**config.mk**
```make
export PLATFORM = sky130hd
export DESIGN_NAME = lfsr_channel_scheduler
export DESIGN_NICKNAME = d
export VERILOG_FILES = /design/src/rtl/lfsr_pkg.sv /design/src/rtl/lfsr_channel_scheduler_rr_arbiter.sv /design/src/rtl/lfsr_channel_scheduler.sv
export SDC_FILE = /design/constraint.sdc
export NUM_CORES = 1
export LEC_CHECK = 0
export CAP_MARGIN = 10
export CORE_ASPECT_RATIO = 1.75
export CORE_UTILIZATION = 40
export CTS_BUF_LIST = sky130_fd_sc_hd__clkbuf_8
export CTS_CLUSTER_DIAMETER = 60
export DETAILED_ROUTE_END_ITERATION = 16
export GPL_TIMING_DRIVEN = 0
export PLACE_DENSITY = 0.65
export SETUP_SLACK_MARGIN = 0.4
export SLEW_MARGIN = 25
export SYNTH_ARGS = -nofsm -noshare
export SYNTH_HDL_FRONTEND = slang
export SYNTH_SLANG_ARGS = --single-unit
```
**constraint.sdc**
```tcl
create_clock -name i_CLK -period 7.7 [get_ports i_CLK]
set_input_delay 1.54 -clock i_CLK [delete_from_list [all_inputs] [get_ports i_CLK]]
set_output_delay 1.54 -clock i_CLK [all_outputs]
set_load 0.02 [all_outputs]
```
**src/rtl/lfsr_pkg.sv**
```systemverilog
// ----------------------------------------------------------------------------
// lfsr_pkg
// Shared constants and the LFSR stepping function for the channel scheduler.
//   LFSR_W        : LFSR state width (16).
//   DEFAULT_SEED  : state used at reset, on reseed and instead of a zero seed.
//   DEFAULT_POLY  : feedback tap mask.
//   lfsr_advance  : runs nbits steps, returning the final state and the
//                   keystream (bit i = output bit of step i).
// ----------------------------------------------------------------------------
package lfsr_pkg;

    localparam int unsigned LFSR_W = 16;

    localparam logic [LFSR_W-1:0] DEFAULT_SEED = 16'hFFFF;
    localparam logic [LFSR_W-1:0] DEFAULT_POLY = 16'h801C;

    typedef struct packed {
        logic [LFSR_W-1:0] state;
        logic [LFSR_W-1:0] keystream;
    } lfsr_step_t;

    // One step: out = s[15], fb = ^(s & poly), s' = {s[14:0], fb}.
    // Only the low nbits keystream bits are meaningful; the rest stay zero.
    function automatic lfsr_step_t lfsr_advance(
        input logic [LFSR_W-1:0] state,
        input logic [LFSR_W-1:0] poly,
        input int unsigned       nbits
    );
        lfsr_step_t        r;
        logic [LFSR_W-1:0] s;
        logic              fb;
        s           = state;
        fb          = 1'b0;
        r.keystream = '0;
        for (int unsigned i = 0; i < LFSR_W; i++) begin
            if (i < nbits) begin
                r.keystream[i] = s[LFSR_W-1];
                fb             = ^(s & poly);
                s              = {s[LFSR_W-2:0], fb};
            end
        end
        r.state = s;
        return r;
    endfunction

endpackage

```
**src/rtl/lfsr_channel_scheduler_rr_arbiter.sv**
```systemverilog
// ----------------------------------------------------------------------------
// rr_arbiter
// Combinational round-robin arbiter. Searches the request vector starting at
// the pointer position and wrapping at p_N-1 -> 0; the first requester found
// wins.
//   i_req   : request vector (p_N bits).
//   i_ptr   : index where the search starts (highest priority this cycle).
//   o_grant : one-hot grant, or zero when no request.
//   o_idx   : index of the granted requester (zero when none).
//   o_any   : at least one request was granted.
// ----------------------------------------------------------------------------
module rr_arbiter #(
    parameter int p_N = 4
) (
    input  logic [p_N-1:0]         i_req,
    input  logic [$clog2(p_N)-1:0] i_ptr,
    output logic [p_N-1:0]         o_grant,
    output logic [$clog2(p_N)-1:0] o_idx,
    output logic                   o_any
);

    localparam int IW = $clog2(p_N);

    int unsigned cand;

    always_comb begin
        o_grant = '0;
        o_idx   = '0;
        o_any   = 1'b0;
        cand    = 0;
        for (int unsigned k = 0; k < p_N; k++) begin
            // Pointer is always < p_N, so a single subtraction wraps.
            cand = 32'(i_ptr) + k;
            if (cand >= p_N) begin
                cand = cand - p_N;
            end
            if (!o_any && i_req[cand[IW-1:0]]) begin
                o_any                  = 1'b1;
                o_grant[cand[IW-1:0]] = 1'b1;
                o_idx                  = cand[IW-1:0];
            end
        end
    end

endmodule

```
**src/rtl/lfsr_channel_scheduler.sv**
```systemverilog
// ----------------------------------------------------------------------------
// lfsr_channel_scheduler
// Time-shares one parallel LFSR scrambler between p_CHANNELS requesters. Each
// channel owns a 16-bit LFSR state; one request per cycle is granted by
// round-robin, XORed with that channel's keystream and presented through a
// single registered valid/ready output stage.
//   i_CLK, i_RESET_N          : clock, synchronous active-low reset.
//   i_REQ_VALID/o_REQ_READY   : per-channel request handshake (ready one-hot).
//   i_REQ_DATA                : channel c word at [c*B +: B].
//   i_REQ_RESEED              : scramble this word from p_RESET_SEED.
//   o_OUT_VALID/i_OUT_READY   : output handshake.
//   o_OUT_DATA, o_OUT_CHAN    : scrambled word and its channel tag.
//   i_CFG_WE/CHAN/SEED        : direct write of a channel's LFSR state.
// ----------------------------------------------------------------------------
module lfsr_channel_scheduler
    import lfsr_pkg::*;
#(
    parameter int                p_CHANNELS       = 4,
    parameter int                p_BITS_PER_CLOCK = 8,
    parameter logic [LFSR_W-1:0] p_RESET_SEED     = DEFAULT_SEED,
    parameter logic [LFSR_W-1:0] p_POLYNOMIAL     = DEFAULT_POLY
) (
    input  logic                                     i_CLK,
    input  logic                                     i_RESET_N,
    input  logic [p_CHANNELS-1:0]                    i_REQ_VALID,
    output logic [p_CHANNELS-1:0]                    o_REQ_READY,
    input  logic [p_CHANNELS*p_BITS_PER_CLOCK-1:0]   i_REQ_DATA,
    input  logic [p_CHANNELS-1:0]                    i_REQ_RESEED,
    output logic                                     o_OUT_VALID,
    input  logic                                     i_OUT_READY,
    output logic [p_BITS_PER_CLOCK-1:0]              o_OUT_DATA,
    output logic [$clog2(p_CHANNELS)-1:0]            o_OUT_CHAN,
    input  logic                                     i_CFG_WE,
    input  logic [$clog2(p_CHANNELS)-1:0]            i_CFG_CHAN,
    input  logic [LFSR_W-1:0]                        i_CFG_SEED
);

    localparam int CW = $clog2(p_CHANNELS);
    localparam int B  = p_BITS_PER_CLOCK;

    logic [LFSR_W-1:0] state_q [p_CHANNELS];
    logic [LFSR_W-1:0] state_d [p_CHANNELS];
    logic [CW-1:0]     ptr_q, ptr_d;
    logic              out_valid_q, out_valid_d;
    logic [B-1:0]      out_data_q, out_data_d;
    logic [CW-1:0]     out_chan_q, out_chan_d;

    logic                  slot_free;
    logic [p_CHANNELS-1:0] arb_req;
    logic [p_CHANNELS-1:0] grant;
    logic [CW-1:0]         grant_idx;
    logic                  grant_any;
    logic [LFSR_W-1:0]     seed_sel;
    lfsr_step_t            adv;
    logic [B-1:0]          req_word;
    logic [B-1:0]          scrambled;
    logic [LFSR_W-1:0]     cfg_value;
    logic                  cfg_hit;

    // Requests are masked while the output stage is full or reset is held,
    // so the arbiter's grant is directly the ready strobe.
    assign slot_free = !out_valid_q || i_OUT_READY;
    assign arb_req   = (slot_free && i_RESET_N) ? i_REQ_VALID : '0;

    rr_arbiter #(
        .p_N (p_CHANNELS)
    ) u_arb (
        .i_req   (arb_req),
        .i_ptr   (ptr_q),
        .o_grant (grant),
        .o_idx   (grant_idx),
        .o_any   (grant_any)
    );

    assign o_REQ_READY = grant;

    // Scrambler datapath for the granted channel.
    always_comb begin
        seed_sel  = i_REQ_RESEED[grant_idx] ? p_RESET_SEED : state_q[grant_idx];
        adv       = lfsr_advance(seed_sel, p_POLYNOMIAL, 32'(B));
        req_word  = i_REQ_DATA[32'(grant_idx)*B +: B];
        scrambled = req_word ^ adv.keystream[B-1:0];
    end

    // A zero seed would lock the LFSR, so it is replaced by the reset seed.
    assign cfg_value = (i_CFG_SEED == '0) ? p_RESET_SEED : i_CFG_SEED;
    assign cfg_hit   = i_CFG_WE && (32'(i_CFG_CHAN) < 32'(p_CHANNELS));

    always_comb begin
        state_d     = state_q;
        ptr_d       = ptr_q;
        out_valid_d = out_valid_q;
        out_data_d  = out_data_q;
        out_chan_d  = out_chan_q;

        if (grant_any) begin
            state_d[grant_idx] = adv.state;
            ptr_d              = (grant_idx == CW'(p_CHANNELS - 1)) ? '0
                                                                     : grant_idx + 1'b1;
            out_valid_d        = 1'b1;
            out_data_d         = scrambled;
            out_chan_d         = grant_idx;
        end else if (i_OUT_READY) begin
            out_valid_d = 1'b0;
        end

        // Applied after the accept so a same-cycle config write owns the
        // stored state, while the accepted word already used the old one.
        if (cfg_hit) begin
            state_d[i_CFG_CHAN] = cfg_value;
        end
    end

    always_ff @(posedge i_CLK) begin
        if (!i_RESET_N) begin
            for (int unsigned i = 0; i < p_CHANNELS; i++) begin
                state_q[i] <= p_RESET_SEED;
            end
            ptr_q       <= '0;
            out_valid_q <= 1'b0;
            out_data_q  <= '0;
            out_chan_q  <= '0;
        end else begin
            state_q     <= state_d;
            ptr_q       <= ptr_d;
            out_valid_q <= out_valid_d;
            out_data_q  <= out_data_d;
            out_chan_q  <= out_chan_d;
        end
    end

    assign o_OUT_VALID = out_valid_q;
    assign o_OUT_DATA  = out_data_q;
    assign o_OUT_CHAN  = out_chan_q;

endmodule

```
=== Yosys cells after proc, flatten, opt, wreduce, memory -nomap -nowiden ===
Index checks and enable logic that the tools add are counted.

* Add/subtract/negate cells: 8
* Order comparisons: 17
* Eq/ne operators: 1
* Shift operators: 1
* Muxes and demuxes: 51
* Bitwise operators: 6
* Reductions and logical operators: 25

{| class="wikitable"
|+ Operators with widths
! operator !! count
|-
| bitwise mux 64 bit || 2
|-
| two-way mux 64 bit || 2
|-
| parity 16 bit || 8
|-
| two-way mux 16 bit || 6
|-
| demux 16 bit (select 2 bit) || 2
|-
| binary-select mux 16 bit (select 2 bit) || 1
|-
| indexed part select 32 x 6 -> 8 bit || 1
|-
| two-way mux 4 bit || 5
|-
| two-way mux 2 bit || 9
|-
| zero test 16 bit || 1
|-
| >= comparator 3 bit, second input constant || 5
|-
| less-than comparator 2 x 3 -> 1 bit, second input constant || 5
|-
| two-way mux 1 bit || 15
|-
| bitwise OR 4 bit || 3
|-
| binary-select mux 1 bit (select 2 bit) || 5
|-
| logical AND 1 bit || 10
|-
| demux 1 bit (select 2 bit) || 4
|-
| >= comparator 2 x 1 -> 1 bit, second input constant || 4
|-
| subtractor 2 x 1 -> 2 bit, second input constant || 4
|-
| XOR 8 bit || 1
|-
| adder 2 x 2 -> 3 bit, second input constant || 2
|-
| less-than comparator 3 x 1 -> 1 bit, second input constant || 2
|-
| NOT 2 -> 3 bit || 2
|-
| zero test 1 bit || 4
|-
| other kinds (6) || 6
|}

* Flip-flop bits (word level): 77
* Logic and storage cells: 117

=== Longest topological paths before layout ===
* Depth after elaboration: 28
* Depth in mapped cells: 19
* Depth with buffers taken out: 14

=== Hierarchy ===
A second synthesis with hierarchy kept.

* Cells, all modules: 564
* Area, all modules: 5013.6 um^2

{| class="wikitable"
|+ By module, submodules not included
! module !! times used !! cells each !! area an instance (um^2) !! seq. area each (um^2)
|-
| lfsr_channel_scheduler || 1 || 519 || 4591.9 || 1541.5
|-
| rr_arbiter || 1 || 45 || 421.7 || 0.0
|}

=== Worst setup path before layout ===
No wires, ideal clock.

* Path type: input-to-reg
* From: input i_REQ_VALID[3]
* To: register state_q[10] (netlist bit)
* Setup time: 141 ps
* Arrival time: 4458 ps
* Required time: 7559 ps
* Path slack: 3100 ps
* Stages: 15
* Cell sequence: buf_2 -> mux4_2 -> nand2b_4 -> a211o_1 -> o31a_1 -> buf_6 -> inv_2 -> clkbuf_1 -> ha_1 -> and2_1 -> clkbuf_1 -> buf_1 -> nand2_1 -> o211ai_1 -> o211ai_1

* Word-level cells in the longest chain between the ends: 22

{| class="wikitable"
|+ RTL lines
! element !! RTL line !! RTL
|-
| start: declaration || lfsr_channel_scheduler.sv:25 || <nowiki>input logic [p_CHANNELS-1:0] i_REQ_VALID,</nowiki>
|-
| two-way mux 4 bit (*) || lfsr_channel_scheduler.sv:63 || <nowiki>assign arb_req = (slot_free && i_RESET_N) ? i_REQ_VALID : '0;</nowiki>
|-
| binary-select mux 1 bit (select 2 bit) || lfsr_channel_scheduler_rr_arbiter.sv:37 || <nowiki>if (!o_any && i_req[cand[IW-1:0]]) begin</nowiki>
|-
| two-way mux 1 bit (implied by the code) || lfsr_channel_scheduler_rr_arbiter.sv:37 ||
|-
| two-way mux 1 bit || lfsr_channel_scheduler_rr_arbiter.sv:37 ||
|-
| zero test 1 bit || lfsr_channel_scheduler_rr_arbiter.sv:37 ||
|-
| logical AND 1 bit || lfsr_channel_scheduler_rr_arbiter.sv:37 ||
|-
| two-way mux 1 bit || lfsr_channel_scheduler_rr_arbiter.sv:37 ||
|-
| zero test 1 bit || lfsr_channel_scheduler_rr_arbiter.sv:37 ||
|-
| [5 not listed] || -- ||
|-
| net grant_idx[0] || lfsr_channel_scheduler.sv:51 || <nowiki>logic [CW-1:0] grant_idx;</nowiki>
|-
| [1 not listed] || -- ||
|-
| >= comparator 3 bit (implied by the code), or another cell as far along || lfsr_channel_scheduler.sv:97 || <nowiki>state_d[grant_idx] = adv.state;</nowiki>
|-
| logical AND 1 bit (implied by the code) or two-way mux 16 bit (tied branches) || lfsr_channel_scheduler.sv:97, lfsr_channel_scheduler.sv:79 ||
|-
| two-way mux 16 bit, on equally long branches || lfsr_channel_scheduler.sv:97, lfsr_channel_scheduler.sv:79 ||
|-
| demux 16 bit (select 2 bit) or two-way mux 16 bit (tied branches) || lfsr_channel_scheduler.sv:97, lfsr_channel_scheduler.sv:79 ||
|-
| bitwise mux 64 bit (*) || lfsr_channel_scheduler.sv:97 ||
|-
| two-way mux 64 bit (*) || lfsr_channel_scheduler.sv:96 || <nowiki>if (grant_any) begin</nowiki>
|-
| bitwise mux 64 bit || lfsr_channel_scheduler.sv:110 || <nowiki>state_d[i_CFG_CHAN] = cfg_value;</nowiki>
|-
| two-way mux 64 bit (*) || lfsr_channel_scheduler.sv:109 || <nowiki>if (cfg_hit) begin</nowiki>
|-
| end signal: indexed assignment || lfsr_channel_scheduler.sv:117 || <nowiki>state_q[i] <= p_RESET_SEED;</nowiki>
|-
| end signal: assignment || lfsr_channel_scheduler.sv:124 || <nowiki>state_q <= state_d;</nowiki>
|-
| end: declaration || lfsr_channel_scheduler.sv:41 || <nowiki>logic [LFSR_W-1:0] state_q [p_CHANNELS];</nowiki>
|}

The timed path passes the listed nets; every way through them passes the cells marked *. The select of a mux whose other input is x is not followed.
A chain may end at the register's enable or synchronous reset.

=== Worst setup path after layout ===
* From: input i_REQ_VALID[0]
* To: register state_q[30] (netlist bit)

Same word-level chain as after synthesis.

==> metrics.md <==
| Metric | Value |
|---|---|
| All-layer global routing usage | between 20 and 30% |
| Cell repeated most along the worst path | clkbuf_1 |
| Leakage component of the power | 2.47 nW |
| Final count of hold timing violations | 0 |
| Multi-input logic area | 3620 µm² |
| Post-synthesis sequential element count | 77 |
| Number of rows in the core area | 55 |
| Detailed placement HPWL | ~16000 µm |
| Cts hold-fix bufs | 0 |
| Run status | completed |
| Worst-Margin Slew | roughly 0.96 ns |
| Number of fill cells in the layout | between 1k and 1.5k |
| Area added between synthesis and finish | 21.4% |
| Min cycle time layout | 6.23 ns |
| Worst-path clk slew | around 0.09 ns |
| Sequential cell area fraction in the yosys report | 28.4% |
| Depth of the critical timing path with buffers and inverters included | 15 |
| Final nets | 870 |
| Residual DRC | 0 |
| Number of design-rule violations left by the first detailed-router iteration | between 300 and 400 |
| End-of-flow core utilization | a little over 50% |
| Die height | approximately 160 µm |
| Fraction of the cycle the final worst path needs | between 80 and 90% |
| Layout cell share with drive strength beyond 1 | between 6 and 7% |
| Antenna violations before repair | 0 |
| Fraction of synthesis flops using an asynchronous set or reset pin | 0% |
| Crit path from | i_REQ_VALID[0] |
| Family of cells with the greatest summed delay on the critical path | buffers and inverters |
| Number of vias after detailed routing | slightly below 6k |
| Via count of the first global-routing pass | 5838 |
| Congestion Overflow GR | 0 |
| Final Slew Violations | 0 |
| Buf/Inv on CP | 8 |
| Io pins | 77 |
| Primary FF master, synth | dfxtp_1 |
| Clock root cell | clkbuf_8 |
| First-pass iteration count of the detailed router | 5 |
| Die ar. | 14000 µm² |
| Clk_lat worst skew | 0.38 ns |
| Drt wl/cell | just over 20 µm |
| Last element of the critical path | state_q[30]$_SDFF_PN1_ |
| Port-buffer cells | 74 |
| Register area | 1540 µm² |
| Die Wd | 90.0 µm |
| Core footprint | roughly 13000 µm² |
| PD cells | 219 nW/µm² |
| Max-Slew Margin vs Limit | between 30% and 40% |
| Final number of setup-violating endpoints | 0 |
| Instance area after placement | between 6000 and 7000 µm² |
| Reg-to-reg critical path startpoint | ptr_q[0]$_SDFFE_PN0N_ |
| Placer's final routability congestion estimate | about 0.96 |
| Average cell area after synthesis | between 7 and 8 µm² |
| Worst-case reg-to-reg path depth | 18 |
| Final setup TNS | 0 ns |
| VDD IR-drop max | ~0.080 mV |
| Yosys cell types | just under 60 |
| Number of gates resized after CTS | 0 |
| Max cap viols | 0 |
| H-tree levels | 3 |
| Min-Delay Path Class | reg -> reg |
| Post-route worst hold slack | 0.475 ns |
| Crit path cell chain | clkdlybuf4s50_1 > o21bai_1 > o22ai_1 > or3_1 > buf_4 > inv_2 > buf_2 > clkbuf_1 > clkbuf_1 > ha_1 > and2_1 > clkbuf_1 > clkbuf_1 > mux2i_1 > o211ai_1 |
| Type of origin of the critical path | primary input |
| Synth Cell Area | ~5400 µm² |
| Slowest-stage cell, CP | clkbuf_1 |
| Initial Utilization | about two fifths |
| TritonCTS sink count | 77 |
| Clock tree from TritonCTS | done |
| Routed Antenna Nets | 0 |
| Data arrival at the endpoint of the critical path | between 6 and 7 ns |
| Element type at the critical path end | flip-flop |
| First-pass GRT wire length | 31300 µm |
| FF-to-FF setup slack | around 1.7 ns |
| Antenna diode count | 0 |
| Placed Cells | 960 |
| Number of flops mapped to enable cells by yosys | 0 |
| Fin Clk Skew | around 0.013 ns |
| Achievable clock frequency | 161 MHz |
| Crit path required time | slightly below 8 ns |
| Cells after Synth | between 700 and 800 |
| Critical setup path kind | in -> reg |
| Post-route cell area | ~6600 µm² |
| Max FO, Critical Path | 11 |
| Wirelength, routed | 20000 µm |
| Cell Count, Final, Fillers Out | 976 |
| Maximum number of pins on one net before global-route repair | 15 |
| CTS Buffer Depth | 2 |
| Synth warnings | 0 |
| Avg Vias per Cell | between 5 and 6 |
| RSZ-0062 raised after global routing | false |
| Number of setup buffers added after CTS | 0 |
| Post-Syn Nets | 785 |
| Worst stage delay on the critical path | ~0.67 ns |
| Capture point of the worst reg-to-reg path | state_q[30]$_SDFF_PN1_ |
| Number of buffers added by the clock tree synthesis step | 9 |
cell usage after synthesis (4+ instances only):
library cell	number	area share (%)
dfxtp_1	77	28
a21oi_1	43	4.0
mux4_2	4	1.7
and3_1	17	2.0
xnor2_1	25	4.0
a221o_1	6	1.1
o21ai_0	24	2.2
o211ai_1	30	4.2
inv_1	6	0.42
nand2_1	161	11
nor2b_1	5	0.58
buf_2	5	0.46
a211oi_1	12	1.7
mux2i_1	37	6.8
a32oi_1	4	0.65
nand2b_1	10	1.2
and2_1	19	2.2
nor2_1	38	2.6
a21boi_0	4	0.55
o22ai_1	9	1.0
buf_1	9	0.62
ha_1	8	1.8
nor3_1	8	0.74
xor2_1	21	3.4
a22oi_1	12	1.7
nand3_1	16	1.5
clkbuf_1	36	2.5
nor4_1	5	0.58
o32ai_1	12	1.9
a31oi_1	13	1.5
cell usage in the layout (no fill, tap or decap), drive strengths merged, types with 13 or more instances in the layout:
cell,count
o211ai,30
nand2,164
nor2,39
and3,17
and2,19
o21ai,24
a211oi,13
clkdlybuf4s50,74
xor2,21
xnor2,26
a31oi,13
dfxtp,77
clkbuf,45
a21oi,43
nand3,16
buf,18
mux2i,39
per-stage QoR:
stage               worst slack (ns)  total power, W
CTS                             1.55         0.00143
global route                    1.29         0.00151
floorplan                       3.10        0.000917
detailed placement              1.16         0.00111
global placement                1.18         0.00111
finish                          1.47         0.00144
worst register-to-register path, cell delays in order, from the launching register on:
cell,delay (ns)
dfxtp_1,0.41
buf_6,0.15
buf_2,0.22
clkinv_1,0.29
ha_1,0.50
nor3b_2,0.22
a211oi_2,0.08
or3_1,0.43
buf_4,0.21
inv_2,0.21
buf_2,0.28
clkbuf_1,0.39
clkbuf_1,0.58
ha_1,0.29
and2_1,0.12
clkbuf_1,0.37
clkbuf_1,0.67
mux2i_1,0.29
o211ai_1,0.10
where the power goes:
part           internal (W)  switching, W  leakage, nW
sequential         0.000435     0.0000312        0.633
combinational      0.000273      0.000376         1.75
clock              0.000151      0.000173       0.0918
layout make-up:
class	count	area share [%]
buffer	54	3.52
clock buffer	9	1.88
clock inverter	7	1.14
inverter	9	0.514
multi-input combinational	575	55.0
sequential	77	23.4
tap	171	3.25
timing repair buffer	74	11.3
registers in the layout, indices dropped and copies added, names as in the netlist:
| name | flops |
|---|---|
| ptr_q | 2 |
| state_q | 64 |
| o_OUT_DATA | 8 |
| o_OUT_CHAN | 2 |
| o_OUT_VALID | 1 |
worst min path at each step:
stage	from	endpoint	slack (ns)	depth (start not counted)
final	o_OUT_CHAN[0]$_SDFFE_PN0N_	o_OUT_CHAN[0]$_SDFFE_PN0N_	0.47	2
after global routing	o_OUT_CHAN[1]$_SDFFE_PN0N_	o_OUT_CHAN[1]$_SDFFE_PN0N_	0.51	2
after CTS	o_OUT_CHAN[0]$_SDFFE_PN0N_	o_OUT_CHAN[0]$_SDFFE_PN0N_	0.48	2
after detailed placement	o_OUT_CHAN[0]$_SDFFE_PN0N_	o_OUT_CHAN[0]$_SDFFE_PN0N_	0.47	2
after global placement	o_OUT_CHAN[0]$_SDFFE_PN0N_	o_OUT_CHAN[0]$_SDFFE_PN0N_	0.45	2
after floorplan	state_q[55]$_SDFF_PN1_	state_q[55]$_SDFF_PN1_	0.49	2
per-layer routing:
layer | share of wire [%] | track usage, %
met5 | 0 | 0
met4 | 7.7 | 22.4
met3 | 5.1 | 4.39
met1 | 37 | 30.3
met2 | 50 | 51.7
logic make-up (layout without fill, tap and decap cells):
| kind of cell | Yosys count | after routing | share of synthesized area (%) |
|---|---|---|---|
| adder cells (fa/ha/maj) | 8 | 8 | 1.85 |
| flip-flops | 77 | 77 | 28.4 |
| XOR/XNOR | 48 | 48 | 8.15 |
| AND/OR/NAND/NOR | 294 | 294 | 24.7 |
| multiplexers | 46 | 46 | 9.86 |
| buffers and inverters | 63 | 153 | 4.89 |
| AO/OA/AOI/OAI | 179 | 179 | 22.1 |
Power figures use the tool's default switching activity.
